--- src/rtl/unified_mem_arbiter_if.sv ---
// Bundle of requester handshakes (fetch, load/store, debug) and the single-port memory bus
// shared by unified_mem_arbiter.
interface unified_mem_arbiter_if #(
   parameter int ADDR_WIDTH = 13,
   parameter int DATA_WIDTH = 32
);
   localparam int BW = DATA_WIDTH / 8;

   logic                  if_req;
   logic [ADDR_WIDTH-1:0] if_addr;
   logic                  if_gnt;
   logic                  if_rvalid;

   logic                  ls_req;
   logic [BW-1:0]         ls_we;
   logic [ADDR_WIDTH-1:0] ls_addr;
   logic [DATA_WIDTH-1:0] ls_wdata;
   logic                  ls_gnt;
   logic                  ls_rvalid;

   logic                  dbg_req;
   logic [BW-1:0]         dbg_we;
   logic [ADDR_WIDTH-1:0] dbg_addr;
   logic [DATA_WIDTH-1:0] dbg_wdata;
   logic                  dbg_gnt;
   logic                  dbg_rvalid;

   logic [DATA_WIDTH-1:0] rdata;
   logic                  busy;
   logic [1:0]            owner;

   logic                  mem_en;
   logic [BW-1:0]         mem_we;
   logic [ADDR_WIDTH-1:0] mem_addr;
   logic [DATA_WIDTH-1:0] mem_wdata;
   logic [DATA_WIDTH-1:0] mem_rdata;

   // Arbiter side
   modport slave (
      input  if_req, if_addr, ls_req, ls_we, ls_addr, ls_wdata,
      input  dbg_req, dbg_we, dbg_addr, dbg_wdata, mem_rdata,
      output if_gnt, if_rvalid, ls_gnt, ls_rvalid, dbg_gnt, dbg_rvalid,
      output rdata, busy, owner, mem_en, mem_we, mem_addr, mem_wdata
   );

   // Requesters plus memory macro side
   modport master (
      output if_req, if_addr, ls_req, ls_we, ls_addr, ls_wdata,
      output dbg_req, dbg_we, dbg_addr, dbg_wdata, mem_rdata,
      input  if_gnt, if_rvalid, ls_gnt, ls_rvalid, dbg_gnt, dbg_rvalid,
      input  rdata, busy, owner, mem_en, mem_we, mem_addr, mem_wdata
   );
endinterface

--- src/rtl/unified_mem_arbiter.sv ---
// Shares one single-port synchronous memory between fetch, load/store and debug requesters.
// Fixed priority dbg > ls > if, with fetch promoted above ls after STARVE_LIMIT starved cycles.
module unified_mem_arbiter #(
   parameter int ADDR_WIDTH   = 13,
   parameter int DATA_WIDTH   = 32,
   parameter int RD_LATENCY   = 1,
   parameter int STARVE_LIMIT = 8
) (
   input logic                 sysclk,
   input logic                 rst,
   unified_mem_arbiter_if.slave bus
);
   localparam int BW = DATA_WIDTH / 8;
   localparam int SW = $clog2(STARVE_LIMIT + 1);
   localparam logic [SW-1:0] StarveMax = SW'(STARVE_LIMIT);
   localparam logic [1:0] LatInit = 2'((RD_LATENCY > 1) ? (RD_LATENCY - 2) : 0);

   localparam logic [1:0] OwnNone = 2'd0;
   localparam logic [1:0] OwnIf   = 2'd1;
   localparam logic [1:0] OwnLs   = 2'd2;
   localparam logic [1:0] OwnDbg  = 2'd3;

   typedef enum logic [1:0] {StIdle, StAccess, StWait, StResp} state_t;

   state_t        state;
   logic [SW-1:0] starve_cnt;
   logic [1:0]    lat_cnt;
   logic [1:0]    win;
   logic          resp_next;

   always_comb begin
      win = OwnNone;
      if (bus.dbg_req)                                win = OwnDbg;
      else if (bus.if_req && starve_cnt == StarveMax) win = OwnIf;
      else if (bus.ls_req)                            win = OwnLs;
      else if (bus.if_req)                            win = OwnIf;
   end

   // Read data lands in the cycle after the last latency cycle; rvalid is registered into it.
   assign resp_next = (state == StAccess && bus.mem_we == '0 && RD_LATENCY == 1) ||
                      (state == StWait && lat_cnt == 2'd0);

   assign bus.busy  = (state != StIdle);
   assign bus.rdata = bus.mem_rdata;

   always_ff @(posedge sysclk or negedge rst) begin
      if (!rst) begin
         state          <= StIdle;
         starve_cnt     <= '0;
         lat_cnt        <= '0;
         bus.owner      <= OwnNone;
         bus.mem_en     <= 1'b0;
         bus.mem_we     <= '0;
         bus.mem_addr   <= '0;
         bus.mem_wdata  <= '0;
         bus.if_gnt     <= 1'b0;
         bus.ls_gnt     <= 1'b0;
         bus.dbg_gnt    <= 1'b0;
         bus.if_rvalid  <= 1'b0;
         bus.ls_rvalid  <= 1'b0;
         bus.dbg_rvalid <= 1'b0;
      end else begin
         bus.if_gnt     <= 1'b0;
         bus.ls_gnt     <= 1'b0;
         bus.dbg_gnt    <= 1'b0;
         bus.if_rvalid  <= resp_next && bus.owner == OwnIf;
         bus.ls_rvalid  <= resp_next && bus.owner == OwnLs;
         bus.dbg_rvalid <= resp_next && bus.owner == OwnDbg;

         if (!bus.if_req || (state == StIdle && win == OwnIf)) begin
            starve_cnt <= '0;
         end else if (starve_cnt != StarveMax) begin
            starve_cnt <= starve_cnt + 1'b1;
         end

         case (state)
            StIdle: begin
               if (win != OwnNone) begin
                  state      <= StAccess;
                  bus.mem_en <= 1'b1;
                  bus.owner  <= win;
                  case (win)
                     OwnDbg: begin
                        bus.dbg_gnt   <= 1'b1;
                        bus.mem_addr  <= bus.dbg_addr;
                        bus.mem_we    <= bus.dbg_we;
                        bus.mem_wdata <= bus.dbg_wdata;
                     end
                     OwnLs: begin
                        bus.ls_gnt    <= 1'b1;
                        bus.mem_addr  <= bus.ls_addr;
                        bus.mem_we    <= bus.ls_we;
                        bus.mem_wdata <= bus.ls_wdata;
                     end
                     default: begin
                        bus.if_gnt    <= 1'b1;
                        bus.mem_addr  <= bus.if_addr;
                        bus.mem_we    <= '0;
                     end
                  endcase
               end
            end
            StAccess: begin
               bus.mem_en <= 1'b0;
               bus.mem_we <= '0;
               if (bus.mem_we != '0) begin
                  state     <= StIdle;
                  bus.owner <= OwnNone;
               end else if (RD_LATENCY > 1) begin
                  state   <= StWait;
                  lat_cnt <= LatInit;
               end else begin
                  state <= StResp;
               end
            end
            StWait: begin
               if (lat_cnt == 2'd0) state <= StResp;
               else                 lat_cnt <= lat_cnt - 1'b1;
            end
            default: begin
               state     <= StIdle;
               bus.owner <= OwnNone;
            end
         endcase
      end
   end
endmodule

--- src/flat_wrapper.sv ---
// flat-port wrapper written by rule: the top's interface ports become plain ports
module unified_mem_arbiter_flat 
#(
   parameter int ADDR_WIDTH   = 13,
   parameter int DATA_WIDTH   = 32,
   parameter int RD_LATENCY   = 1,
   parameter int STARVE_LIMIT = 8
)
  (sysclk, rst, bus_if_req, bus_if_addr, bus_ls_req, bus_ls_we, bus_ls_addr, bus_ls_wdata, bus_dbg_req, bus_dbg_we, bus_dbg_addr, bus_dbg_wdata, bus_mem_rdata, bus_if_gnt, bus_if_rvalid, bus_ls_gnt, bus_ls_rvalid, bus_dbg_gnt, bus_dbg_rvalid, bus_rdata, bus_busy, bus_owner, bus_mem_en, bus_mem_we, bus_mem_addr, bus_mem_wdata);
  unified_mem_arbiter_if #(.ADDR_WIDTH(ADDR_WIDTH), .DATA_WIDTH(DATA_WIDTH)) bus_i ();
  input logic sysclk;
  input logic rst;
  input wire logic [$bits(bus_i.if_req)-1:0] bus_if_req;
  input wire logic [$bits(bus_i.if_addr)-1:0] bus_if_addr;
  input wire logic [$bits(bus_i.ls_req)-1:0] bus_ls_req;
  input wire logic [$bits(bus_i.ls_we)-1:0] bus_ls_we;
  input wire logic [$bits(bus_i.ls_addr)-1:0] bus_ls_addr;
  input wire logic [$bits(bus_i.ls_wdata)-1:0] bus_ls_wdata;
  input wire logic [$bits(bus_i.dbg_req)-1:0] bus_dbg_req;
  input wire logic [$bits(bus_i.dbg_we)-1:0] bus_dbg_we;
  input wire logic [$bits(bus_i.dbg_addr)-1:0] bus_dbg_addr;
  input wire logic [$bits(bus_i.dbg_wdata)-1:0] bus_dbg_wdata;
  input wire logic [$bits(bus_i.mem_rdata)-1:0] bus_mem_rdata;
  output wire logic [$bits(bus_i.if_gnt)-1:0] bus_if_gnt;
  output wire logic [$bits(bus_i.if_rvalid)-1:0] bus_if_rvalid;
  output wire logic [$bits(bus_i.ls_gnt)-1:0] bus_ls_gnt;
  output wire logic [$bits(bus_i.ls_rvalid)-1:0] bus_ls_rvalid;
  output wire logic [$bits(bus_i.dbg_gnt)-1:0] bus_dbg_gnt;
  output wire logic [$bits(bus_i.dbg_rvalid)-1:0] bus_dbg_rvalid;
  output wire logic [$bits(bus_i.rdata)-1:0] bus_rdata;
  output wire logic [$bits(bus_i.busy)-1:0] bus_busy;
  output wire logic [$bits(bus_i.owner)-1:0] bus_owner;
  output wire logic [$bits(bus_i.mem_en)-1:0] bus_mem_en;
  output wire logic [$bits(bus_i.mem_we)-1:0] bus_mem_we;
  output wire logic [$bits(bus_i.mem_addr)-1:0] bus_mem_addr;
  output wire logic [$bits(bus_i.mem_wdata)-1:0] bus_mem_wdata;
  assign bus_i.if_req = bus_if_req;
  assign bus_i.if_addr = bus_if_addr;
  assign bus_i.ls_req = bus_ls_req;
  assign bus_i.ls_we = bus_ls_we;
  assign bus_i.ls_addr = bus_ls_addr;
  assign bus_i.ls_wdata = bus_ls_wdata;
  assign bus_i.dbg_req = bus_dbg_req;
  assign bus_i.dbg_we = bus_dbg_we;
  assign bus_i.dbg_addr = bus_dbg_addr;
  assign bus_i.dbg_wdata = bus_dbg_wdata;
  assign bus_i.mem_rdata = bus_mem_rdata;
  assign bus_if_gnt = bus_i.if_gnt;
  assign bus_if_rvalid = bus_i.if_rvalid;
  assign bus_ls_gnt = bus_i.ls_gnt;
  assign bus_ls_rvalid = bus_i.ls_rvalid;
  assign bus_dbg_gnt = bus_i.dbg_gnt;
  assign bus_dbg_rvalid = bus_i.dbg_rvalid;
  assign bus_rdata = bus_i.rdata;
  assign bus_busy = bus_i.busy;
  assign bus_owner = bus_i.owner;
  assign bus_mem_en = bus_i.mem_en;
  assign bus_mem_we = bus_i.mem_we;
  assign bus_mem_addr = bus_i.mem_addr;
  assign bus_mem_wdata = bus_i.mem_wdata;
  unified_mem_arbiter #(.ADDR_WIDTH(ADDR_WIDTH), .DATA_WIDTH(DATA_WIDTH), .RD_LATENCY(RD_LATENCY), .STARVE_LIMIT(STARVE_LIMIT)) u_core (.sysclk(sysclk), .rst(rst), .bus(bus_i));
endmodule
--- config.mk ---
export PLATFORM = sky130hd
export DESIGN_NAME = unified_mem_arbiter_flat
export DESIGN_NICKNAME = d
export VERILOG_FILES = /design/src/rtl/unified_mem_arbiter_if.sv /design/src/rtl/unified_mem_arbiter.sv /design/src/flat_wrapper.sv
export SDC_FILE = /design/constraint.sdc
export NUM_CORES = 1
export LEC_CHECK = 0
export BUFFER_PORTS_ARGS = -buffer_cell sky130_fd_sc_hd__buf_2
export CELL_PAD_IN_SITES_DETAIL_PLACEMENT = 1
export CELL_PAD_IN_SITES_GLOBAL_PLACEMENT = 1
export CORE_UTILIZATION = 32
export CTS_CLUSTER_DIAMETER = 40
export DETAILED_ROUTE_END_ITERATION = 16
export GPL_TIMING_DRIVEN = 0
export PLACE_DENSITY_LB_ADDON = 0.05
export SYNTH_ARGS = -nofsm -noshare
export SYNTH_HDL_FRONTEND = slang
export SYNTH_SLANG_ARGS = --single-unit
--- constraint.sdc ---
create_clock -name sysclk -period 2.9 [get_ports sysclk]
set_input_delay 0.29 -clock sysclk [delete_from_list [all_inputs] [get_ports sysclk]]
set_output_delay 0.29 -clock sysclk [all_outputs]
set_load 0.01 [all_outputs]
Word level (Yosys, flattened, before mapping) --
Cells that the tools add are included.
Storage, ports and cells: bits in registers 66, latch bits 0, RAM bits 0, ROM bits 0, input bits 148, output and inout bits 91, word-level logic and storage cells 86, memories 0
Operators by class: add/subtract/negate cells 2, multiply operators 0, div/mod/pow operators 0, $lt $le $gt $ge 0, eq/ne operators 13, shift-type cells 0, multiplexer cells 29, bitwise logic cells 2, reduce and logical (&&, ||, !) cells 26
Operators with widths (count):
- $pmux 32 s2 | 1
- $pmux 13 s2 | 1
- $mux 2 | 8
- $pmux 4 s2 | 2
- $mux 4 | 3
- $pmux 2 s3 | 2
- $mux 1 | 11
- $eq 2x2->1 const B | 5
- $reduce_bool 2->1 | 5
- $reduce_and 2->1 | 4
- $logic_and 1x1->1 | 7
- $eq 2x1->1 const B | 3
- $ne 2x2->1 const B | 3
- $reduce_and 3->1 | 2
- $add 4x1->4 const B | 1
- $eq 4x4->1 const B | 1
- $logic_not 2->1 | 2
- $logic_not 4->1 | 1
- $ne 4x4->1 const B | 1
- $reduce_bool 4->1 | 1
- $logic_or 1x1->1 | 2
- $not 1->1 | 2
- $pmux 1 s2 | 1
- $reduce_or 2->1 | 1
- other kinds (2) | 2

Longest topological paths before layout --
Gate-level depths: netlist of the first run.
depth in word-level cells 9, depth in mapped cells 7, gate-level depth less buffers 6

Worst setup path after synthesis of the first run --
OpenSTA, ideal clock, no wires.
kind flip-flop to flip-flop, start point reg u_core.starve_cnt[0], end point reg u_core.bus.mem_addr[4], library setup time 0.124 ns, data arrival time 1.496 ns, data required time 2.776 ns, slack 1.281 ns, stages on the path, launching flop included 8, buffers on the path 1, clock period less this slack 1.619 ns, cells stage by stage dfrtp_1 inv_1 ha_1 and4b_4 o21ai_4 buf_12 mux2i_1 o21ai_1
Between the ends: longest elaborated chain between the ends 6, elaborated cells between the ends (all ways) 9, classes of those cells 3 x eq/ne; 3 x mux; 3 x reduce/logical
Ends and longest elaborated chain:
- start: declaration | line unified_mem_arbiter.sv:26 | logic [SW-1:0] starve_cnt;
- start signal: assignment | line unified_mem_arbiter.sv:73 | starve_cnt <= starve_cnt + 1'b1;
- $eq 4x4->1 (*) | line unified_mem_arbiter.sv:34 | else if (bus.if_req && starve_cnt == StarveMax) win = OwnIf;
- $logic_and 1x1->1 (*) | line unified_mem_arbiter.sv:34
- $mux 2 (*) | line unified_mem_arbiter.sv:34
- $mux 2 (*) | line unified_mem_arbiter.sv:33 | if (bus.dbg_req) win = OwnDbg;
- $eq 2x2->1 / $reduce_bool 2->1 (equally long branches) | line unified_mem_arbiter.sv:82, unified_mem_arbiter.sv:78
- $pmux 13 s2 / $reduce_and 2->1 (equally long branches)
- end signal: assignment | line unified_mem_arbiter.sv:85 | bus.mem_addr <= bus.dbg_addr;
- end signal: assignment | line unified_mem_arbiter.sv:91 | bus.mem_addr <= bus.ls_addr;
- end signal: assignment | line unified_mem_arbiter.sv:97 | bus.mem_addr <= bus.if_addr;
- end: declaration | line unified_mem_arbiter_if.sv:43 | output rdata, busy, owner, mem_en, mem_we, mem_addr, mem_wdata
Every way passes the cells marked *; elsewhere a longest branch is shown, timed or not. A chain may end at the register's enable or synchronous reset.

Worst setup path after layout of the first run --
start point reg u_core.state[0], end point out bus_busy
Between the ends: longest elaborated chain between the ends 1
Ends and longest elaborated chain:
- start: declaration | line unified_mem_arbiter.sv:25 | state_t state;
- start signal: assignment | line unified_mem_arbiter.sv:48 | state <= StIdle;
- start signal: assignment | line unified_mem_arbiter.sv:79 | state <= StAccess;
- start signal: assignment | line unified_mem_arbiter.sv:107 | state <= StIdle;
- $reduce_bool 2->1 | line unified_mem_arbiter.sv:43 | assign bus.busy = (state != StIdle);
- end: declaration | line flat_wrapper.sv:31 | output wire logic [$bits(bus_i.busy)-1:0] bus_busy;
Every way passes these cells.

==> results of run 1 <==
sequential cells by signal, summed over array words and instances, names as in the netlist, 2 cells and up:
| name | cells |
|---|---|
| u_core.bus.mem_addr | 13 |
| u_core.lat_cnt | 2 |
| u_core.state | 2 |
| u_core.bus.owner | 2 |
| u_core.bus.mem_we | 4 |
| u_core.bus.mem_wdata | 32 |
| u_core.starve_cnt | 4 |
where the power goes:
group          leakage [nW]  switching [W]  internal (W)  total, W
logic                  1.61        0.00113      0.000911   0.00204
clock network        0.0827       0.000343      0.000300  0.000644
registers             0.805       0.000285       0.00133   0.00162
Yosys cell counts, types with 2 or more instances:
master | number | area [um^2]
buf_4 | 32 | 240.2
xnor2_1 | 2 | 17.52
o21ai_1 | 12 | 60.06
buf_2 | 14 | 70.07
dfrtp_1 | 66 | 1652
buf_6 | 3 | 33.78
nor2_1 | 5 | 18.77
nor3_1 | 6 | 30.03
inv_1 | 11 | 41.29
o22ai_1 | 69 | 431.7
a211oi_1 | 2 | 15.01
nand2b_1 | 2 | 12.51
a22oi_1 | 5 | 37.54
o21ai_0 | 2 | 10.01
mux2_2 | 12 | 135.1
ha_1 | 3 | 37.54
nand3_1 | 2 | 10.01
a21oi_1 | 34 | 170.2
nor2b_1 | 2 | 12.51
inv_2 | 2 | 7.510
mux2i_1 | 15 | 150.1
nor3b_1 | 3 | 22.52
clkbuf_1 | 6 | 22.52
nand2_1 | 18 | 67.56
through the flow:
step	instances	util	hold WS, ps	cell area, um^2
finish	705	0.4639	32.62	4853
global route	705	0.4639	117.6	4853
CTS	705	0.4639	94.34	4853
detailed placement	690	0.4494	459.1	4702
global placement	690	0.4492	464.9	4700
floorplan	350	-	-5.591	3508
kinds of logic after synthesis:
group                    count (synthesis)  share of synthesized area
AO/OA/AOI/OAI                          134                     0.2315
buffers and inverters                   69                     0.1241
flip-flops                              66                     0.4708
AND/OR/NAND/NOR                         48                    0.07418
multiplexers                            27                    0.08131
XOR/XNOR                                 3                   0.007491
adder cells (fa/ha/maj)                  3                    0.01070
per-layer routing:
metal  part of all wire  up-vias
met3              0.071       15
met1               0.44     1691
li1                   -     1692
met4              0.012        0
met2               0.48      161
met5                  0        -
layout make-up:
| class | instances | area share |
|---|---|---|
| clock inverters | 4 | 0.004125 |
| inverters | 13 | 0.01005 |
| multi-input cells | 215 | 0.2929 |
| plain buffers | 56 | 0.07966 |
| clock buffers | 11 | 0.02707 |
| well taps | 136 | 0.03506 |
| flip-flops and latches | 66 | 0.3403 |
| repair buffers | 204 | 0.2109 |
path summary, 6_finish.rpt:
path,startpoint,slack (ps),to
max in group asynchronous,rst,2250,u_core.bus.mem_wdata[14]
hold / removal,rst,30,u_core.bus.mem_wdata[30]
min in group sysclk,bus_if_req,190,u_core.starve_cnt[3]
hold reg to reg,u_core.bus.mem_addr[4],480,u_core.bus.mem_addr[4]
setup reg to reg,u_core.starve_cnt[0],1070,u_core.bus.mem_addr[4]
setup / recovery,u_core.state[0],990,bus_busy
==> impl_metrics.csv, run 1 <==
group,metric,value,unit
outcome,status,"finished clean",
yosys,synth-seq-area-share,0.4708,
yosys,synth_edf_count,0,
yosys,synth_ff_type,"dfrtp_1",
final_layout,antenna_cells,0,
grt,antenna_found_initial,0,
final_layout,final_common_cell,"buf_2",
cts,postCtsSetupRepairBufs,0,
timing,clock.fmax,523.4,MHz
timing,final-setup-viol-count,0,
grt,grt_use_met3,0.03526,
cts,hold_buffers,0,
final_layout,drive_gt1_frac,0.5044,
cts,clock_latency,340,ps
setup_path,worstSetupPathType,"reg2out",
grt,grt_max_degree,67,
setup_path,cp-end-kind,"primary output",
timing,grt_setup_unrepaired,"false",
drt,drt_wl_total,11.28,mm
drt,drc,0,
floorplanning,dieArea,11390,um^2
setup_path,cp_max_fo,10,
final_layout,nFillCells,1284,
yosys,ys_ff_latch,66,
drt,vias,3559,
final_layout,seq_area,1652,um^2
cts,clk_pin_slew,80,ps
timing,setup_ws,989.3,ps
pwr,finalPower,0.004303,W
grt,grtUsageTotal,0.2006,
drt,dr.pass1.iters,4,
drt,ant_nets,0,
grt,grt_overflow,0,
floorplanning,initial_core_util,0.3353,
placement,port_buffers,204,
setup_path,timing.critical_path.buf_inv,3,
drt,vias_per_cell,5.048,
placement,dp_hpwl,8.627,mm
timing,setup_tns,0,ps
setup_path,crit_chain,"nor2_1, buf_2, inv_1, buf_2",
pwr,max-vdd-ir-drop,0.3315,mV
placement,gp_congestion,0.7713,
timing,fin_crit,1911,ps
setup_path,worst-endpoint-arrival,1620,ps
setup_path,worst_path_largest_cell_delay,460,ps
placement,pre_cts_ws,1074,ps
setup_path,critPathSlowestCell,"dfrtp_1",
cts,cts_num_sinks,66,
cts,cts_root_buffer,"clkbuf_8",
setup_path,required,2610,ps
timing,drv_slew,0,
grt,busiest_layer,"met2",
cts,cts_tree,"done",
yosys,syn_area,3508,um^2
drt,wire_per_inst,16.01,um
yosys,avgSynthCellArea,10.02,um^2
yosys,postSynthCellCount,350,
cts,ctsResizeCount,0,
final_layout,multiInputGateArea,1421,um^2
floorplanning,rows,37,
floorplanning,fp.coreArea,10460,um^2
yosys,async_flop_share,1.000,
setup_path,path_common_cell,"buf_2",
timing,hold_viol,0,
setup_path,cp-start-kind,"flip-flop",
floorplanning,die_w,106.7,um
grt,grt_pass1_wl,18.08,mm
grt,use_met1,0.2594,
floorplanning,die_h,106.7,um
pwr,p_leak,2.500,nW
timing,worstMarginPinSlew,869.1,ps
final_layout,final_cell_mix,"217 x buf_2, 69 x o22ai_1, 66 x dfrtp_1",
yosys,ys_types,46,
flow_run,maxCapViolCount,0,
cts,numCtsBuffers,9,
floorplanning,num_io_pins,239,
setup_path,crit_family,"buffers and inverters",
grt,use_met2,0.3424,
min_path,hold_class,"in2async",
timing,fin_skew,12.63,ps
setup_path,worst-path-stages,4,
timing,fin_crit_sh,0.6589,
grt,first_global_vias,3639,
timing,max_slew_margin,0.4206,
cts,cts_max_path_buffers,2,
yosys,syn_nets,501,
pwr,powerDensity,886.6,nW/um^2
setup_path,r2r_cells,7,
final_layout,final_nets,716,
drt,drt_first_iter_violations,134,
cts,htree_num_levels,3,
final_layout,syn_to_final_growth,38.34,%
yosys,synth_warnings,0,
No activity file was read; power rests on OpenSTA's default activity.
==> run 2: changes to the inputs <==
--- a/config.mk
+++ b/config.mk
@@ -5,10 +5,11 @@
 export SDC_FILE = /design/constraint.sdc
 export NUM_CORES = 1
 export LEC_CHECK = 0
+export ABC_AREA = 1
 export BUFFER_PORTS_ARGS = -buffer_cell sky130_fd_sc_hd__buf_2
 export CELL_PAD_IN_SITES_DETAIL_PLACEMENT = 1
 export CELL_PAD_IN_SITES_GLOBAL_PLACEMENT = 1
-export CORE_UTILIZATION = 32
+export CORE_UTILIZATION = 26
 export CTS_CLUSTER_DIAMETER = 40
 export DETAILED_ROUTE_END_ITERATION = 16
 export GPL_TIMING_DRIVEN = 0
==> constraint.sdc (replaced) <==
create_clock -name sysclk -period 1.75 [get_ports sysclk]
set_input_delay 0.175 -clock sysclk [delete_from_list [all_inputs] [get_ports sysclk]]
set_output_delay 0.175 -clock sysclk [all_outputs]
set_load 0.01 [all_outputs]
==> run 2 against run 1 <==
  * Register-to-register slack got worse by 900 ps
  * Area after synthesis rose by 6.3%
  * Synthesized cell count up 43%
  * Largest cell class unchanged
  * Clock power grew to 3.1 times the previous value
  * Combinational power increased by 46%
  * First-iteration DRC count shrank 2.2%
  * Critical endpoint unchanged
  * Sequential power is 56% higher
==> impl_metrics.csv, run 2 <==
group,metric,value,unit
setup_path,cp_max_fo,5,
setup_path,worstSetupPathType,"reg2out",
setup_path,crit_chain,"nor2_2, inv_1, buf_2",
min_path,hold_class,"in2reg",
floorplanning,die_h,121.8,um
yosys,syn_area,3729,um^2
cts,clk_pin_slew,60,ps
yosys,async_flop_share,1.000,
floorplanning,die_w,121.8,um
yosys,synth_ff_type,"dfrtp_1",
cts,cts_tree,"done",
cts,cts_root_buffer,"clkbuf_16",
timing,worstMarginPinSlew,878.5,ps
yosys,syn_nets,651,
drt,vias_per_cell,4.251,
setup_path,required,1570,ps
placement,gp_congestion,0.7264,
yosys,avgSynthCellArea,7.457,um^2
drt,ant_nets,0,
floorplanning,rows,43,
placement,dp_hpwl,9.612,mm
grt,grt_pass1_wl,19.69,mm
cts,htree_num_levels,3,
timing,clock.fmax,630.9,MHz
timing,max_slew_margin,0.4143,
yosys,synth_warnings,0,
timing,setup_tns,0,ps
yosys,postSynthCellCount,500,
cts,numCtsBuffers,9,
min_path,min_to,"u_core.bus.mem_wdata[25]",
setup_path,worst-r2r-setup-slack,170,ps
drt,drc,0,
setup_path,rr_endpoint,"u_core.bus.mem_we[3]",
final_layout,final_common_cell,"buf_2",
grt,antenna_found_initial,1,
setup_path,critPathSlowestCell,"dfrtp_1",
yosys,yosysMostFrequentCell,"nand2_1",
final_layout,drive_gt1_frac,0.4033,
timing,fin_crit_sh,0.9057,
yosys,yosys.area.top_type_share,0.4430,
outcome,status,"finished clean",
min_path,min_from,"bus_dbg_wdata[25]",
floorplanning,initial_core_util,0.2676,
cts,cts_num_sinks,66,
grt,grt_max_degree,67,
final_layout,fin_area,5391,um^2
setup_path,r2r_start,"u_core.starve_cnt[0]",
yosys,ys_types,24,
setup_path,worst_path_largest_cell_delay,410,ps
setup_path,cp-start-kind,"flip-flop",
placement,placed_area,4982,um^2
yosys,synth_area_leaders,"dfrtp_1 44%, nand2_1 19%, buf_4 7.7%, o21ai_0 6.8%, inv_1 4.8%",
final_layout,largest_register,"u_core.bus.mem_wdata",
final_layout,largest_reg_flops,32,
yosys,synth_area_leader_cell,"dfrtp_1",
final_layout,top_regs,"u_core.bus.mem_wdata: 32 flops, u_core.bus.mem_addr: 13 flops",
floorplanning,num_io_pins,239,
setup_path,worst-endpoint-arrival,1410,ps
floorplanning,dieArea,14820,um^2
drt,dr.pass1.iters,4,
grt,grtUsageTotal,0.1737,
setup_path,timing.critical_path.buf_inv,2,
timing,final-setup-viol-count,0,
timing,hold_viol,0,
timing,fin_skew,8.816,ps
final_layout,final_nets,875,
setup_path,crit_family,"flip-flops",
yosys,synth-seq-area-share,0.4430,
setup_path,cp-startpoint,"u_core.state[0]",
cts,clock_latency,330,ps
drt,drt_wl_total,12.44,mm
pwr,powerDensity,1386,nW/um^2
timing,drv_slew,0,
placement,dp_cells,885,
placement,port_buffers,205,
setup_path,r2r_cells,10,
floorplanning,fp.coreArea,13930,um^2
min_path,min_path_cells,5,
drt,wire_per_inst,13.67,um
yosys,ys_ff_latch,66,
pwr,max-vdd-ir-drop,0.4732,mV
timing,hold_slack,150.5,ps
setup_path,cp-end-kind,"primary output",
final_layout,fin_cells,910,
final_layout,syn_to_final_growth,44.60,%
grt,grt_overflow,0,
flow_run,maxCapViolCount,0,
final_layout,post-route-util,0.3869,
cts,cts_max_path_buffers,2,
yosys,synth_edf_count,0,
drt,vias,3868,
yosys,synth_common_cells,"187 x nand2_1, 66 x dfrtp_1, 51 x o21ai_0",
grt,first_global_vias,4065,
timing,fin_crit,1585,ps
drt,drt_first_iter_violations,131,
final_layout,final_cell_mix,"211 x buf_2, 187 x nand2_1, 66 x dfrtp_1",
pwr,p_leak,3.194,nW
## run 2: changes by cell type in the layout (fill, tap and decap cells not counted), moves of 12 or more
cell     before  now
o21ai_1      12    0
nand2_1      18  187
o22ai_1      69    0
buf_4        33   46
nand3_1       2   20
mux2_2       12    0
o21ai_0       2   51
a21oi_1      34    1
nor2_1        5   40
mux2i_1      15    0
inv_1        11   46
## run 2: where the power goes
part / leakage (nW) / switching (W) / internal, W
clock network: 0.162 / 0.000693 / 0.00128
logic: 2.20 / 0.00177 / 0.00120
registers: 0.836 / 0.000359 / 0.00217
## run 2: what timing repair did
action	in CTS	in global routing
pin swaps	1	2
gates resized for setup	5	4
cloned	0	0
buffers inserted	2	5
hold buffers	1	0
endpoints found under the setup margin	30	49
hold endpoints to repair	11	0
## run 2: cell type report
class                      count  area (um^2)
antenna                        1        2.502
buffer                        54        401.6
clock buffer                  10        239.0
clock inverter                 6        80.08
fill                        1782         8543
inverter                      52        200.2
multi-input combinational    328         1500
sequential                    66         1652
tap                          180        225.2
timing repair buffer         213         1091
## run 2: routing by layer
layer  global-route usage  part of all wire
met1               0.2042              0.42
met2               0.2959              0.47
met3              0.05805             0.091
met4              0.05556             0.012
met5                    0                 0
## run 2: cells by family after synthesis
logic type,Yosys count,synth area share
flip-flops,66,0.4430
buffers and inverters,106,0.1604
adder cells (fa/ha/maj),3,0.01007
XOR/XNOR,4,0.009395
AND/OR/NAND/NOR,268,0.3057
AO/OA/AOI/OAI,53,0.07148
## run 2: how the worst max path moves through the flow
stage                                    to  cells past startpoint
floorplan           u_core.bus.mem_wdata[0]                     10
global placement    u_core.bus.mem_wdata[0]                      8
detailed placement  u_core.bus.mem_wdata[7]                      8
CTS                 u_core.bus.mem_wdata[7]                     10
global route        u_core.bus.mem_wdata[7]                      9
finish                             bus_busy                      3
## run 2: per-stage QoR
step	power [W]	worst slack [ps]
6_report	0.007471	165.0
5_1_grt	0.008083	-6.570
4_1_cts	0.007605	20.05
3_5_place_dp	0.005557	-178.2
3_3_place_gp	0.005473	-63.07
2_1_floorplan	0.004223	277.0
## run 2: worst reg2reg max path: cells and delay by family, from the launching register on
kind          cells  cell delay [ps]
fa+ha+maj         1              150
buf+inv           3              310
simple gates      6              610
flops             1              400
